## src/rtl/dht22_pkg.sv

```systemverilog
// dht22_pkg: shared state encoding, phase timings in microseconds and checksum helper
package dht22_pkg;

    typedef logic [2:0] state_t;

    localparam state_t S_IDLE      = 3'd0;
    localparam state_t S_HOST_LOW  = 3'd1;
    localparam state_t S_WAIT      = 3'd2;
    localparam state_t S_RESP_LOW  = 3'd3;
    localparam state_t S_RESP_HIGH = 3'd4;
    localparam state_t S_BIT_LOW   = 3'd5;
    localparam state_t S_BIT_HIGH  = 3'd6;
    localparam state_t S_TAIL_LOW  = 3'd7;

    localparam int HOST_US    = 800;
    localparam int WAIT_US    = 30;
    localparam int RESP_US    = 80;
    localparam int BIT_LOW_US = 50;
    localparam int BIT0_US    = 26;
    localparam int BIT1_US    = 70;
    localparam int FRAME_W    = 40;

    function automatic logic [7:0] checksum(input logic [15:0] h, input logic [15:0] t);
        return h[15:8] + h[7:0] + t[15:8] + t[7:0];
    endfunction

endpackage

```

## src/rtl/dht22_sync_edge.sv

```systemverilog
// dht22_sync_edge: 3-flop bus synchroniser (idles high) with rise/fall strobes
module dht22_sync_edge (
    input  logic clk,
    input  logic arstn,
    input  logic d,
    output logic rise,
    output logic fall
);

    logic [2:0] s;

    // shift the pad level through three flops; reset to the released-bus level
    always_ff @(posedge clk or negedge arstn) begin
        if (!arstn) s <= 3'b111;
        else        s <= {s[1:0], d};
    end

    assign rise = s[1] & ~s[2];
    assign fall = ~s[1] & s[2];

endmodule

```

## src/rtl/dht22_sensor_emu.sv

```systemverilog
// dht22_sensor_emu: single-wire DHT22 sensor emulator answering host start pulses with a 40-bit frame
module dht22_sensor_emu
    import dht22_pkg::*;
#(
    parameter int CLK_FREQ = 100000000
) (
    input  logic        clk,
    input  logic        arstn,
    input  logic        dht22_in,
    output logic        dht22_out,
    output logic        dht22_dir,
    input  logic        sensor_en,
    input  logic [15:0] humidity_in,
    input  logic [15:0] temperature_in,
    input  logic        corrupt_chk,
    output logic        busy,
    output logic        frame_done
);

    localparam int US = CLK_FREQ / 1000000;
    localparam int CW = $clog2(HOST_US * US) + 1;

    // the fall-strobe cycle is already a low clock, so an exact 800 us pulse ends at HOST_US*US-1
    localparam logic [CW-1:0] HOST_MIN  = CW'(HOST_US * US - 1);
    localparam logic [CW-1:0] WAIT_C    = CW'(WAIT_US * US);
    localparam logic [CW-1:0] RESP_C    = CW'(RESP_US * US);
    localparam logic [CW-1:0] BIT_LOW_C = CW'(BIT_LOW_US * US);
    localparam logic [CW-1:0] BIT0_C    = CW'(BIT0_US * US);
    localparam logic [CW-1:0] BIT1_C    = CW'(BIT1_US * US);
    localparam logic [5:0]    LAST_BIT  = 6'(FRAME_W - 1);

    state_t             state;
    logic [CW-1:0]      cnt;
    logic [CW-1:0]      lim;
    logic [FRAME_W-1:0] sh;
    logic [5:0]         idx;
    logic               rise;
    logic               fall;
    logic               ph_end;

    dht22_sync_edge u_sync (
        .clk  (clk),
        .arstn(arstn),
        .d    (dht22_in),
        .rise (rise),
        .fall (fall)
    );

    // length of the current timed phase in clocks
    always_comb begin
        lim = (state == S_WAIT) ? WAIT_C :
              (state == S_RESP_LOW || state == S_RESP_HIGH) ? RESP_C :
              (state == S_BIT_HIGH) ? (sh[FRAME_W-1] ? BIT1_C : BIT0_C) : BIT_LOW_C;
    end

    assign ph_end = (cnt == lim - 1'b1);

    // protocol sequencer: host start detection, response, bit serialisation and tail
    always_ff @(posedge clk or negedge arstn) begin
        if (!arstn) begin
            state      <= S_IDLE;
            cnt        <= '0;
            sh         <= '0;
            idx        <= '0;
            frame_done <= 1'b0;
        end else begin
            frame_done <= 1'b0;
            case (state)
                S_IDLE: begin
                    cnt <= '0;
                    if (fall && sensor_en) state <= S_HOST_LOW;
                end
                S_HOST_LOW: begin
                    if (rise) begin
                        cnt <= '0;
                        idx <= '0;
                        if (cnt >= HOST_MIN) begin
                            state <= S_WAIT;
                            sh    <= {humidity_in, temperature_in,
                                      checksum(humidity_in, temperature_in) ^ {8{corrupt_chk}}};
                        end else begin
                            state <= S_IDLE;
                        end
                    end else if (cnt != {CW{1'b1}}) begin
                        cnt <= cnt + 1'b1;
                    end
                end
                default: begin
                    if (!ph_end) begin
                        cnt <= cnt + 1'b1;
                    end else begin
                        cnt <= '0;
                        case (state)
                            S_WAIT:      state <= S_RESP_LOW;
                            S_RESP_LOW:  state <= S_RESP_HIGH;
                            S_RESP_HIGH: state <= S_BIT_LOW;
                            S_BIT_LOW:   state <= S_BIT_HIGH;
                            S_BIT_HIGH: begin
                                sh    <= {sh[FRAME_W-2:0], 1'b0};
                                idx   <= idx + 1'b1;
                                state <= (idx == LAST_BIT) ? S_TAIL_LOW : S_BIT_LOW;
                            end
                            default: begin
                                state      <= S_IDLE;
                                frame_done <= 1'b1;
                            end
                        endcase
                    end
                end
            endcase
        end
    end

    assign dht22_out = !(state == S_RESP_LOW || state == S_BIT_LOW || state == S_TAIL_LOW);
    assign dht22_dir = dht22_out;
    assign busy      = (state != S_IDLE);

endmodule

```

## config.mk

```make
export PLATFORM = sky130hd
export DESIGN_NAME = dht22_sensor_emu
export DESIGN_NICKNAME = d
export VERILOG_FILES = /design/src/rtl/dht22_pkg.sv /design/src/rtl/dht22_sync_edge.sv /design/src/rtl/dht22_sensor_emu.sv
export SDC_FILE = /design/constraint.sdc
export NUM_CORES = 1
export LEC_CHECK = 0
export ABC_AREA = 1
export BUFFER_PORTS_ARGS = -buffer_cell sky130_fd_sc_hd__buf_2
export CAP_MARGIN = 20
export CORE_ASPECT_RATIO = 1.25
export CORE_MARGIN = 10
export CORE_UTILIZATION = 40
export CTS_BUF_LIST = sky130_fd_sc_hd__clkbuf_8
export DETAILED_ROUTE_END_ITERATION = 16
export SKIP_LAST_GASP = 1
export SYNTH_ARGS = -nofsm -noshare
export SYNTH_HDL_FRONTEND = slang
export SYNTH_HIERARCHICAL = 1
export SYNTH_SLANG_ARGS = --single-unit
```

## constraint.sdc

```tcl
create_clock -name clk -period 2.5 [get_ports clk]
set_input_delay 0.25 -clock clk [delete_from_list [all_inputs] [get_ports clk]]
set_output_delay 0.25 -clock clk [all_outputs]
set_load 0.05 [all_outputs]
```

==> impl_metrics.env <==
export IMPL_cp_required_ps=2750
export IMPL_syn_to_final_growth_pct=14.6
export IMPL_cp_slowest_cell="fa_1"
export IMPL_critPathLaunchType="primary input"
export IMPL_met3_length_um=628
export IMPL_fin_total_pwr_mw=3.44
export IMPL_status="complete, no violations"
export IMPL_synth_edff_count=0
export IMPL_syn_mean_instance_area_sq_um=7.16
export IMPL_holdPathStages=5
export IMPL_crit_type="primary input to flip-flop"
export IMPL_post_route_worst_setup_slack_ps=138
export IMPL_drive_gt1_share_pct=15.5
export IMPL_wirelength_um=12800
export IMPL_r2r_end="idx[3]$_DFFE_PN0P_"
export IMPL_num_vias=4501
export IMPL_ant_nets=0
export IMPL_cts_buffers=9
export IMPL_r2r_start="state[0]$_DFFE_PN0P_"
export IMPL_final_max_slew_violation_count=0
export IMPL_crit_buf_inv=2
export IMPL_highest_layer="met4"
export IMPL_ir_drop_mv=0.291
export IMPL_netlist_instances=674
export IMPL_crit_path_cell_trace="buf_2 -> fa_1 -> fa_1 -> ha_2 -> fa_2 -> buf_4 -> xor2_1 -> xor2_1 -> o21ai_0 -> nand2_1 -> nand2_1"
export IMPL_first_pass_iters=4
export IMPL_fmax_ghz=0.423
export IMPL_crit_fanout=2
export IMPL_clk_path_buf_depth=2
export IMPL_globalRouteTotalUtil_pct=15.8
export IMPL_die_y_um=143
export IMPL_drt_iter0_drc=335
export IMPL_fp_dieW_um=118
export IMPL_avgRoutedWirePerCell_um=14.3
export IMPL_relSlewSlack_pct=67.8
export IMPL_grt_max_degree=72
export IMPL_synth_nets=734
export IMPL_syn_area_sq_um=4830
export IMPL_grt_pass1_wl_um=22200
export IMPL_grt_overflow=0
export IMPL_synth_main_ff_cell="dfrtp_1"
export IMPL_core_area_sq_um=11700
export IMPL_grt_pass1_vias=4680
export IMPL_setup_tns_ps=0
export IMPL_fin_skew_ps=11.7
export IMPL_final_cells=895
export IMPL_drc=0
export IMPL_min_period_ps=2360
export IMPL_hold_path_end="sh[23]$_DFFE_PN0P_"
export IMPL_reg2reg_depth=12
export IMPL_cts_tree="yes"
export IMPL_yosysUniqueCellTypes=35
export IMPL_port_buffers=40
export IMPL_placed_cells=877
export IMPL_pre_cts_ws_ps=-267
export IMPL_grt_setup_unrepaired="no"
export IMPL_post_cts_buffers=0
export IMPL_cts_sinks=71
export IMPL_cp_end_kind="flip-flop"
export IMPL_synthTopCellsByArea="dfrtp_1 35%, nand2_1 22%, nand3_1 9.2%"
export IMPL_antennaDiodeCount=0
export IMPL_htreeDepth=3
export IMPL_antenna_found_initial=0
export IMPL_viasPerCell=5.03
export IMPL_period_share_pct=94.5
export IMPL_nets=789
export IMPL_gp_congestion=0.868
export IMPL_synth_area_leader_cell="dfrtp_1"
export IMPL_reg2reg_setup_slack_ps=260
export IMPL_power_leakage_nw=2.74
export IMPL_final_util_pct=47.2
export IMPL_yosysMostFrequentCell="nand2_1"
export IMPL_dpl_hpwl_um=9580
export IMPL_worstSkewPairLatency_ps=360
export IMPL_powerDensity_nw_per_um2=622
export IMPL_synthArstFlopShare_pct=100
export IMPL_critPathMaxStageDelay_ps=570
export IMPL_cp_arrival_ps=2620
export IMPL_hold_viol_final=0
export IMPL_path_clk_slew_ps=80
export IMPL_wl_met1_um=5540
export IMPL_pin_count=41
export IMPL_synth_seq_cells=71
export IMPL_synth_top_cell_area_share_pct=35.3
export IMPL_seq_area_frac_synth_pct=36.9
export IMPL_synth_common_cells="279 x nand2_1, 89 x nand3_1, 68 x dfrtp_1"
export IMPL_fp_row_count=44
export IMPL_cts_root_buf="clkbuf_8"
export IMPL_path_delay_family="adder cells"
export IMPL_drv_cap=0
export IMPL_hold_class="primary input to flip-flop"
export IMPL_setup_viol=0
export IMPL_fp_dieArea_sq_um=16900
export IMPL_dr_wl_met2_um=6370
export IMPL_start_util_pct=41.2
export IMPL_ys_warnings_count=6
export IMPL_hold_path_startpoint="temperature_in[15]"
export IMPL_worst_pin_slew_ps=483
## repair_timing
item	in CTS	in global routing
hold buffers	2	0
resized for setup	0	2
hold endpoints to repair	69	0
endpoints found under the setup margin	0	3
## worst max-delay path by stage
stage / startpoint / endpoint / slack (ps) / cells after the start
after floorplan: humidity_in[1] / sh[5]$_DFFE_PN0P_ / -0.4 / 12
after global placement: humidity_in[1] / sh[5]$_DFFE_PN0P_ / -250 / 13
after detailed placement: humidity_in[1] / sh[5]$_DFFE_PN0P_ / -270 / 13
after CTS: humidity_in[1] / sh[5]$_DFFE_PN0P_ / 130 / 13
after global routing: humidity_in[3] / sh[4]$_DFFE_PN0P_ / 10 / 13
final: humidity_in[1] / sh[3]$_DFFE_PN0P_ / 140 / 11
## flip-flops by register name (all words and copies together), names as in the netlist
register / count
u_sync/s: 3
cnt: 18
idx: 6
state: 3
sh: 40
frame_done: 1
## report_power, final
group	switching, mW	internal [mW]	total (mW)
Combinational	0.872	0.485	1.36
Sequential	0.0398	1.17	1.21
Clock	0.457	0.412	0.869
Total	1.37	2.07	3.44
## final cells by class
cell class | instances | area (sq um)
Clock inverter | 5 | 33.8
Multi-Input combinational cell | 528 | 2700
Tap cell | 161 | 201
Timing Repair Buffer | 71 | 475
Fill cell | 1236 | 6190
Sequential cell | 71 | 1780
Inverter | 48 | 190
Clock buffer | 11 | 151
## cell families after synthesis
| group | Yosys count | synth area share [%] |
|---|---|---|
| and+or+nand+nor | 453 | 40.1 |
| buffers and inverters | 75 | 7.54 |
| DFF | 71 | 36.9 |
| AOI/OAI and AO/OA | 31 | 3.53 |
| adders and majority gates | 23 | 8.14 |
| xor gates and xnor gates | 21 | 3.81 |
## per-layer routing
| metal | global-route usage, % | vias up |
|---|---|---|
| met5 | 0 | - |
| met2 | 27.5 | 92 |
| met1 | 18.5 | 2138 |
| li1 | - | 2250 |
| met4 | 6.19 | 0 |
| met3 | 3.51 | 21 |
## cell usage in the layout, fill, tap and decap left out, types with 3 or more instances in the layout
master / Yosys / final
inv_1: 43 / 44
buf_12: 0 / 3
clkbuf_8: 0 / 11
nor2_1: 45 / 45
a21oi_1: 8 / 7
nand2_1: 279 / 279
dfstp_2: 3 / 3
dfrtp_1: 68 / 68
nand2_2: 8 / 8
xor2_1: 13 / 13
ha_1: 9 / 8
buf_2: 1 / 40
fa_1: 14 / 13
nor3_1: 8 / 8
buf_4: 5 / 26
nand4_1: 15 / 15
nand3_1: 89 / 89
xnor2_1: 8 / 7
o21ai_0: 16 / 16
## tightest hold or removal path: cells and delay by family
| kind | cells | cell delay [ps] |
|---|---|---|
| buffers and inverters | 1 | 100 |
| and+or+nand+nor | 4 | 200 |
## metrics by stage
stage          hold slack, ps  cell area [sq um]
6_report                  219               5530
5_1_grt                   230               5530
4_1_cts                   202               5520
3_5_place_dp              319               5320
3_3_place_gp              313               5320
2_1_floorplan           -45.6               4830
(Power assumes the default switching activity.)
